==> src/rtl/shift_arb_pkg.sv <==
// Shared types, widths and the shift helper for shift_arbiter.
package shift_arb_pkg;

  localparam int unsigned DATA_W = 8;
  localparam int unsigned AMT_W  = 3;

  // Output buffer occupancy.
  typedef enum logic [0:0] {
    BUF_EMPTY = 1'b0,
    BUF_FULL  = 1'b1
  } buf_state_e;

  // One requester command: operand plus shift amount.
  typedef struct packed {
    logic [DATA_W-1:0] data;
    logic [AMT_W-1:0]  amt;
  } shift_cmd_t;

  // Zero-fill logical shift right, result stays DATA_W bits.
  function automatic logic [DATA_W-1:0] lsr8(input logic [DATA_W-1:0] data,
                                              input logic [AMT_W-1:0]  amt);
    return data >> amt;
  endfunction

endpackage

==> src/rtl/shift_arbiter_if.sv <==
// Request/response bundle between the command lanes, shift_arbiter and the consumer.
interface shift_arbiter_if
  import shift_arb_pkg::*;
#(
  parameter int unsigned NUM_REQ = 4,
  parameter int unsigned ID_W    = $clog2(NUM_REQ)
);

  logic [NUM_REQ-1:0]        req_valid;
  logic [NUM_REQ-1:0]        req_ready;
  logic [NUM_REQ*DATA_W-1:0] req_data;
  logic [NUM_REQ*AMT_W-1:0]  req_amt;
  logic                      rsp_valid;
  logic                      rsp_ready;
  logic [DATA_W-1:0]         rsp_data;
  logic [ID_W-1:0]           rsp_id;

  // Requester/consumer side.
  modport master (
    output req_valid, req_data, req_amt, rsp_ready,
    input  req_ready, rsp_valid, rsp_data, rsp_id
  );

  // Arbiter side.
  modport slave (
    input  req_valid, req_data, req_amt, rsp_ready,
    output req_ready, rsp_valid, rsp_data, rsp_id
  );

endinterface

==> src/rtl/shift_arbiter_rr_arbiter.sv <==
// Request arbiter: scans req starting at ptr (wrapping) and grants the first set bit.
// Build option SHIFT_ARB_FIXED_PRIO_EN: scan always starts at 0 and ptr is ignored.
module rr_arbiter
  import shift_arb_pkg::*;
#(
  parameter int unsigned NUM_REQ = 4,
  parameter int unsigned ID_W    = $clog2(NUM_REQ)
) (
  input  logic [NUM_REQ-1:0] req,
  input  logic [ID_W-1:0]    ptr,
  input  logic               en,
  output logic [NUM_REQ-1:0] gnt,
  output logic [ID_W-1:0]    gnt_idx
);

`ifdef SHIFT_ARB_FIXED_PRIO_EN
  logic unused_ptr;
  assign unused_ptr = ^ptr;
`else
  localparam int unsigned SUM_W = ID_W + 1;
  logic [SUM_W-1:0] sum;
`endif

  logic [ID_W-1:0] cand;
  logic            found;

  // Priority scan from the start index; grant is gated by en, index is not.
  always_comb begin
    gnt     = '0;
    gnt_idx = '0;
    found   = 1'b0;
    cand    = '0;
`ifndef SHIFT_ARB_FIXED_PRIO_EN
    sum     = '0;
`endif
    for (int unsigned k = 0; k < NUM_REQ; k++) begin
`ifdef SHIFT_ARB_FIXED_PRIO_EN
      cand = ID_W'(k);
`else
      sum = {1'b0, ptr} + SUM_W'(k);
      if (sum >= SUM_W'(NUM_REQ)) begin
        sum = sum - SUM_W'(NUM_REQ);
      end
      cand = sum[ID_W-1:0];
`endif
      if (!found && req[cand]) begin
        found   = 1'b1;
        gnt_idx = cand;
      end
    end
    if (en && found) begin
      gnt[gnt_idx] = 1'b1;
    end
  end

endmodule

==> src/rtl/shift_arbiter.sv <==
// shift_arbiter: NUM_REQ requesters share one 8-bit LSR datapath; single-entry
// registered result buffer tagged with the winner's index.
// Build option SHIFT_ARB_FIXED_PRIO_EN selects fixed lowest-index priority.
module shift_arbiter
  import shift_arb_pkg::*;
#(
  parameter int unsigned NUM_REQ = 4,
  parameter int unsigned ID_W    = $clog2(NUM_REQ)
) (
  input  logic         clk,
  input  logic         rst,
  shift_arbiter_if.slave bus
);

  buf_state_e        state_q, state_d;
  logic [DATA_W-1:0] rsp_data_q, rsp_data_d;
  logic [ID_W-1:0]   rsp_id_q, rsp_id_d;
  logic [ID_W-1:0]   ptr_c;
  logic [ID_W-1:0]   gnt_idx;
  logic [NUM_REQ-1:0] gnt;
  logic              accept_c;
  logic              arb_en_c;
  logic              xfer_c;
  shift_cmd_t        sel_cmd_c;

  // Buffer can take a new result when empty or being drained this cycle.
  assign accept_c = (state_q == BUF_EMPTY) || bus.rsp_ready;
  assign arb_en_c = accept_c && !rst;

  rr_arbiter #(
    .NUM_REQ (NUM_REQ),
    .ID_W    (ID_W)
  ) u_arb (
    .req     (bus.req_valid),
    .ptr     (ptr_c),
    .en      (arb_en_c),
    .gnt     (gnt),
    .gnt_idx (gnt_idx)
  );

  assign xfer_c        = |gnt;
  assign bus.req_ready = gnt;

  // One-hot select of the granted lane's command.
  always_comb begin
    sel_cmd_c = '0;
    for (int unsigned i = 0; i < NUM_REQ; i++) begin
      if (gnt[i]) begin
        sel_cmd_c.data = bus.req_data[i*DATA_W +: DATA_W];
        sel_cmd_c.amt  = bus.req_amt[i*AMT_W +: AMT_W];
      end
    end
  end

`ifdef SHIFT_ARB_FIXED_PRIO_EN
  assign ptr_c = '0;
`else
  logic [ID_W-1:0] ptr_q, ptr_d;

  // Round-robin pointer moves to the slot after the winner on each transfer.
  always_comb begin
    ptr_d = ptr_q;
    if (xfer_c) begin
      ptr_d = (gnt_idx == ID_W'(NUM_REQ - 1)) ? '0 : gnt_idx + ID_W'(1);
    end
  end

  // Pointer register.
  always_ff @(posedge clk) begin
    if (rst) begin
      ptr_q <= '0;
    end else begin
      ptr_q <= ptr_d;
    end
  end

  assign ptr_c = ptr_q;
`endif

  // Buffer next state: load on transfer, empty on drain without refill.
  always_comb begin
    state_d    = state_q;
    rsp_data_d = rsp_data_q;
    rsp_id_d   = rsp_id_q;
    if (xfer_c) begin
      state_d    = BUF_FULL;
      rsp_data_d = lsr8(sel_cmd_c.data, sel_cmd_c.amt);
      rsp_id_d   = gnt_idx;
    end else if ((state_q == BUF_FULL) && bus.rsp_ready) begin
      state_d = BUF_EMPTY;
    end
  end

  // Buffer registers; reset discards any held result.
  always_ff @(posedge clk) begin
    if (rst) begin
      state_q    <= BUF_EMPTY;
      rsp_data_q <= '0;
      rsp_id_q   <= '0;
    end else begin
      state_q    <= state_d;
      rsp_data_q <= rsp_data_d;
      rsp_id_q   <= rsp_id_d;
    end
  end

  assign bus.rsp_valid = (state_q == BUF_FULL);
  assign bus.rsp_data  = rsp_data_q;
  assign bus.rsp_id    = rsp_id_q;

endmodule

==> src/flat_wrapper.sv <==
// flat-port wrapper written by rule: the top's interface ports become plain ports
module shift_arbiter_flat import shift_arb_pkg::*;
#(
  parameter int unsigned NUM_REQ = 4,
  parameter int unsigned ID_W    = $clog2(NUM_REQ)
)
  (clk, rst, bus_req_valid, bus_req_data, bus_req_amt, bus_rsp_ready, bus_req_ready, bus_rsp_valid, bus_rsp_data, bus_rsp_id);
  shift_arbiter_if #(.NUM_REQ(NUM_REQ), .ID_W(ID_W)) bus_i ();
  input  logic clk;
  input  logic rst;
  input wire logic [$bits(bus_i.req_valid)-1:0] bus_req_valid;
  input wire logic [$bits(bus_i.req_data)-1:0] bus_req_data;
  input wire logic [$bits(bus_i.req_amt)-1:0] bus_req_amt;
  input wire logic [$bits(bus_i.rsp_ready)-1:0] bus_rsp_ready;
  output wire logic [$bits(bus_i.req_ready)-1:0] bus_req_ready;
  output wire logic [$bits(bus_i.rsp_valid)-1:0] bus_rsp_valid;
  output wire logic [$bits(bus_i.rsp_data)-1:0] bus_rsp_data;
  output wire logic [$bits(bus_i.rsp_id)-1:0] bus_rsp_id;
  assign bus_i.req_valid = bus_req_valid;
  assign bus_i.req_data = bus_req_data;
  assign bus_i.req_amt = bus_req_amt;
  assign bus_i.rsp_ready = bus_rsp_ready;
  assign bus_req_ready = bus_i.req_ready;
  assign bus_rsp_valid = bus_i.rsp_valid;
  assign bus_rsp_data = bus_i.rsp_data;
  assign bus_rsp_id = bus_i.rsp_id;
  shift_arbiter #(.NUM_REQ(NUM_REQ), .ID_W(ID_W)) u_core (.clk(clk), .rst(rst), .bus(bus_i));
endmodule
==> config.mk <==
export PLATFORM = sky130hd
export DESIGN_NAME = shift_arbiter_flat
export DESIGN_NICKNAME = d
export VERILOG_FILES = /design/src/rtl/shift_arb_pkg.sv /design/src/rtl/shift_arbiter_if.sv /design/src/rtl/shift_arbiter_rr_arbiter.sv /design/src/rtl/shift_arbiter.sv /design/src/flat_wrapper.sv
export SDC_FILE = /design/constraint.sdc
export NUM_CORES = 1
export LEC_CHECK = 0
export CAP_MARGIN = 20
export CORE_MARGIN = 1
export CORE_UTILIZATION = 43
export CTS_BUF_LIST = sky130_fd_sc_hd__clkbuf_8 sky130_fd_sc_hd__clkbuf_16
export CTS_CLUSTER_SIZE = 25
export DETAILED_ROUTE_END_ITERATION = 7
export GPL_ROUTABILITY_DRIVEN = 0
export PLACE_DENSITY = 0.93
export SLEW_MARGIN = 10
export SYNTH_ARGS = -nofsm -noshare
export SYNTH_HDL_FRONTEND = slang
export SYNTH_SLANG_ARGS = --single-unit
==> constraint.sdc <==
create_clock -name clk -period 5.7 [get_ports clk]
set_clock_uncertainty 0.2 [all_clocks]
set_input_delay 1.14 -clock clk [delete_from_list [all_inputs] [get_ports clk]]
set_output_delay 1.14 -clock clk [all_outputs]
set_load 0.1 [all_outputs]
== Yosys cells after proc, flatten, opt, wreduce, memory -nomap -nowiden ==
Cells that the tools add are included.
Word-level totals
  logic and storage cells: 69
  output and inout bits: 15
  register bits after elaboration: 13
  input port bits: 51
Operators by class
  shift operators: 1
  bitwise logic cells: 1
  muxes and demuxes: 30
  reduce and logical (&&, ||, !) cells: 14
  add/subtract/negate cells: 8
  order comparisons: 10
  eq/ne operators: 1
Operator list (count)
  $mux W11: 4
  $mux W2: 9
  $lt A2 B3 Y1 const B: 5
  $mux W1: 11
  $ge A3 B3 Y1 const B: 3
  $bmux W1 S2: 4
  $shr A8 B3 Y8: 1
  $sub A2 B1 Y2 const B: 4
  $logic_and A1 B1 Y1: 7
  $add A2 B2 Y3 const B: 2
  $logic_not A1 Y1: 4
  $mux W4: 1
  $reduce_or A4 Y1: 1
  $add A2 B1 Y3 const B: 1
  $ge A2 B3 Y1 const B: 1
  $add A2 B1 Y2 const B: 1
  $demux W1 S2: 1
  $eq A2 B2 Y1 const B: 1
  $ge A2 B1 Y1 const B: 1
  $reduce_bool A2 Y1: 1
  $logic_or A1 B1 Y1: 1
  $not A1 Y1: 1

== Logic depth before layout (Yosys ltp) ==
  word-level depth: 24
  depth in mapped cells: 14
  mapped depth without buffers: 13

== By module ==
From an unflattened synthesis, not the netlist that was laid out.
Unflattened totals
  cell total of the unflattened synthesis: 140
  area, all modules: 1128.6 µm²
By module, submodules not included
  shift_arbiter: times used 1, cells each 121, sequential area each 260.2 µm², area each 993.5 µm²
  rr_arbiter: times used 1, cells each 19, sequential area each 0.0 µm², area each 135.1 µm²

== Worst setup path after synthesis ==
No wires, ideal clock.
  kind: input-to-output
  start point: input port bus_req_valid[0]
  end point: output port bus_req_ready[3]
  arrival: 3.418 ns
  cell stages on the path: 9
  setup slack: 0.942 ns
  data required time: 4.360 ns
  buffers on the path: 1
  cell sequence: inv_1 > nor2_1 > a21oi_1 > o221ai_1 > inv_1 > ha_1 > inv_1 > buf_2 > nor2_1
On the way
  word-level cells in the longest chain between the ends: 17
  elaborated cells on any way between the ends: 29
  classes of those cells: order compare: 2; mux: 19; reduce/logical: 8
Ends and longest elaborated chain
  start: declaration: line flat_wrapper.sv:11  | input wire logic [$bits(bus_i.req_valid)-1:0] bus_req_valid;
  $bmux W1 S2: line shift_arbiter_rr_arbiter.sv:46  | if (!found && req[cand]) begin
  $mux W1 (implied by the code): line shift_arbiter_rr_arbiter.sv:46
  $mux W1: line shift_arbiter_rr_arbiter.sv:46
  $logic_not A1 Y1: line shift_arbiter_rr_arbiter.sv:46
  $logic_and A1 B1 Y1: line shift_arbiter_rr_arbiter.sv:46
  $mux W1: line shift_arbiter_rr_arbiter.sv:46
  $logic_not A1 Y1: line shift_arbiter_rr_arbiter.sv:46
  $logic_and A1 B1 Y1: line shift_arbiter_rr_arbiter.sv:46
  [... 2 more ...]
  $logic_and A1 B1 Y1: line shift_arbiter_rr_arbiter.sv:46
  $mux W2 (*): line shift_arbiter_rr_arbiter.sv:46
  named net u_core.gnt_idx[0]: line shift_arbiter.sv:19  | logic [ID_W-1:0] gnt_idx;
  $lt A2 B3 Y1 (implied by the code) / $ge A2 B1 Y1 (equally long branches): line shift_arbiter_rr_arbiter.sv:52  | gnt[gnt_idx] = 1'b1;
  $logic_and A1 B1 Y1 (implied by the code): line shift_arbiter_rr_arbiter.sv:52
  $mux W1 (implied by the code): line shift_arbiter_rr_arbiter.sv:52
  $demux W1 S2 (*): line shift_arbiter_rr_arbiter.sv:52
  $mux W4 (*): line shift_arbiter_rr_arbiter.sv:51  | if (en && found) begin
  end: declaration: line flat_wrapper.sv:15  | output wire logic [$bits(bus_i.req_ready)-1:0] bus_req_ready;
The timed path passes the listed nets; every way through them passes the cells marked *. The select of a mux whose other input is x is not followed.

== Final worst setup path ==
  start point: input port bus_req_valid[1]
  end point: output port bus_req_ready[1]
The elaborated chain is that of the path after synthesis.

==> summary.txt <==
Critical path
  – Critical Path AT: 3420 ps
  – Cell repeated most along the worst path: inv_1
  – CP Launch Type: primary input
  – Family with the most delay on the worst path: buffers and inverters
  – Crit Path Max Fanout: 13
  – Crit path largest cell delay: 530 ps
  – Slowest-stage cell, CP: clkdlybuf4s50_1
  – Critical path class: in -> out
  – CP Data Required Time: 4360 ps
  – Crit end category: output pin
  – Cells along the critical path: clkdlybuf4s50_1 > inv_1 > a21oi_1 > o221ai_1 > inv_1 > ha_1 > inv_1 > nor2_1 > buf_4
  – CP Buf/Inv Count: 5

Synth
  – Post-synth EDFFs: 0
  – Mux cell area share after synthesis: 0.102
  – Most used DFF post-synth: dfxtp_1
  – Compound-Gate Fraction of Synth Area: 0.330
  – Xor/xnor share of the synthesized area: 0
  – Simple-gate share of the synthesized area: 0.225
  – Ys Warns: 0
  – Post-synth ARST share: 0
  – Synthesized area per cell: about 8.1 µm²
  – Post-Syn Nets: between 200 and 250
  – Synth Cell Area: 1260 µm²
  – Share of the synthesized area in the top cell type: 0.207
  – Post-synth top area cell: dfxtp_1
  – Post-synthesis sequential area ratio: 0.207
  – Netlist cell types: 39
  – Top cells by area, synth: dfxtp_1 (21%), mux2i_1 (6.4%), a311oi_4 (6.3%)
  – Number of synthesized register bits: 13
  – Main combinational cell family by area after synthesis: compound AO/OA/AOI/OAI gates
  – Mapped Cells: 155
  – Adder-cell share of the synthesized area: 0.0397

Detailed routing
  – Vias per Instance: between 5 and 6
  – Final WL: ~3.4 mm
  – WL per Instance: between 10 and 15 µm
  – Vias: 1399
  – Pre-antenna DRT Iters: 4
  – Post-DRT Antenna Nets: 0
  – 1st-iter DRT viols: 52
  – DRC Markers: 0

Global route
  – Pin count of the biggest net entering global routing: 18
  – First-pass GRT wire length: 5.49 mm
  – Vias in the first global route: 1291
  – All-layer global routing usage: 0.211
  – Residual overflow from global routing: 0
  – Initial antenna violation count: 0

Layout
  – Commonest non-fill, non-tap cell in the layout: clkdlybuf4s50_1
  – Area grow syn2layout: 50.9%
  – Share of cells above drive strength 1: 0.112
  – Most frequent cells in the layout: clkdlybuf4s50_1 (61), nand2_1 (19), nor2_1 (17)
  – Filler Cell Count: 235
  – Final Cell Area: approximately 1900 µm²
  – # diodes: 0
  – Fin cells: 245
  – # nets final: between 200 and 300

Floorplanning
  – Die Area: 3150 µm²
  – Cell row count: 19
  – Die width: 56.1 µm
  – # IOs: 66
  – Initial core utilization: 0.457
  – Core area: between 2000 and 3000 µm²
  – Die Span Y: 56.1 µm

Place
  – Placed Cells incl. Taps: ~240
  – DP Area: 1860 µm²
  – Post-DP HPWL: 2.68 mm
  – Pre-CTS setup slack: 792 ps
  – PortBufs: 65

STA
  – Post-Route Setup TNS: 0 ps
  – Max frequency: 210 MHz
  – Shortest period the worst path allows: 4760 ps
  – Max-slew violations: 0
  – Pin slew with the least headroom to its limit: ~960 ps
  – Final period utilization: 0.835
  – Final setup violation count: 0
  – RSZ-0062 raised after global routing: false
  – Min setup slack post-route: 939 ps
  – Rel. slew slack: 0.357
  – Fin. Hold Viols: 0

Clock tree
  – CTS root buf: clkbuf_8
  – Num CTS Buffers: 3
  – CTS tree: yes
  – Post_cts resized: 0
  – Clk slew on worst S/H paths: approximately 50 ps
  – # hold bufs at CTS: 0
  – Post-CTS Setup Repair Bufs: 0
  – Clk buf depth: 2
  – H-tree levels: 1
  – Clock latency on the worst-skew pair: 240 ps
  – Clk sinks: 13

Pwr
  – PD cells: around 310 nW/µm²
  – VDD IR max: 0.000342 V
  – Leakage power: a little over 0.7 nW

Status
  – Status: finished clean

Job
  – Max cap viols: 0

Worst hold path
  – Worst hold path type: reg -> reg
sequential cells by signal, indices dropped and copies added, names as in the netlist:
signal	count
u_core.bus.rsp_data	8
u_core.bus.rsp_valid	1
u_core.ptr_c	2
u_core.bus.rsp_id	2
final cells by class:
class,instances,area (µm²),share of cell area
well taps,31,38.8,0.0204
multi-input cells,122,878,0.462
clock inverters,1,5.00,0.00263
clock buffers,3,41.3,0.0217
inverters,10,37.5,0.0197
repair buffers,65,641,0.337
flip-flops and latches,13,260,0.137
logic make-up after synthesis:
family | count (synthesis)
simple gates | 57
compound gates | 49
buf+inv | 20
flops | 13
mux | 12
fa+ha+maj | 4
layer usage:
metal | GRT usage | part of all wire | wire, µm | vias up
met4 | 0.0383 | 0.0080 | 27 | 0
met5 | 0 | 0 | 0 | -
met3 | 0.0372 | 0.039 | 133 | 4
li1 | - | - | - | 703
met2 | 0.384 | 0.50 | 1710 | 42
met1 | 0.261 | 0.45 | 1510 | 650
where the power goes:
| part | switching, mW | internal (mW) | leakage (nW) |
|---|---|---|---|
| sequential | 0.0100 | 0.107 | 0.106 |
| clock | 0.0324 | 0.0482 | 0.0255 |
| combinational | 0.261 | 0.139 | 0.572 |
metrics by stage:
step / utilization / power, mW / hold WS [ps]
2_1_floorplan: - / 0.433 / 302
3_3_place_gp: 0.673 / 0.514 / 253
3_5_place_dp: 0.673 / 0.518 / 263
4_1_cts: 0.690 / 0.600 / 271
5_1_grt: 0.690 / 0.635 / 326
6_report: 0.690 / 0.598 / 266
final timing paths:
path	depth (start not counted)	end	start	slack, ps
hold / removal	2	u_core.bus.rsp_data[1]$_SDFFE_PP0P_	u_core.bus.rsp_data[1]$_SDFFE_PP0P_	270
hold reg to reg	2	u_core.bus.rsp_data[1]$_SDFFE_PP0P_	u_core.bus.rsp_data[1]$_SDFFE_PP0P_	270
setup reg to reg	12	u_core.bus.rsp_data[2]$_SDFFE_PP0P_	u_core.ptr_c[0]$_SDFFE_PP0P_	2110
setup / recovery	9	bus_req_ready[1]	bus_req_valid[1]	940
worst min-delay path: stages (launching register included):
cell and delay, ps:
dfxtp_1 310, nand2_1 50, a31oi_1 60
synthesized netlist by cell type, types with 2 or more instances:
library cell	count
a21oi_1	8
a22oi_1	5
a311oi_1	8
a311oi_4	3
a31oi_1	2
buf_2	4
buf_6	2
dfxtp_1	13
ha_1	4
inv_1	10
mux2_2	3
mux2i_1	8
nand2_1	19
nand3_1	11
nor2_1	17
nor2b_1	2
nor3_1	2
o21ai_0	2
o22ai_1	12
Power figures use the tool's default switching activity.
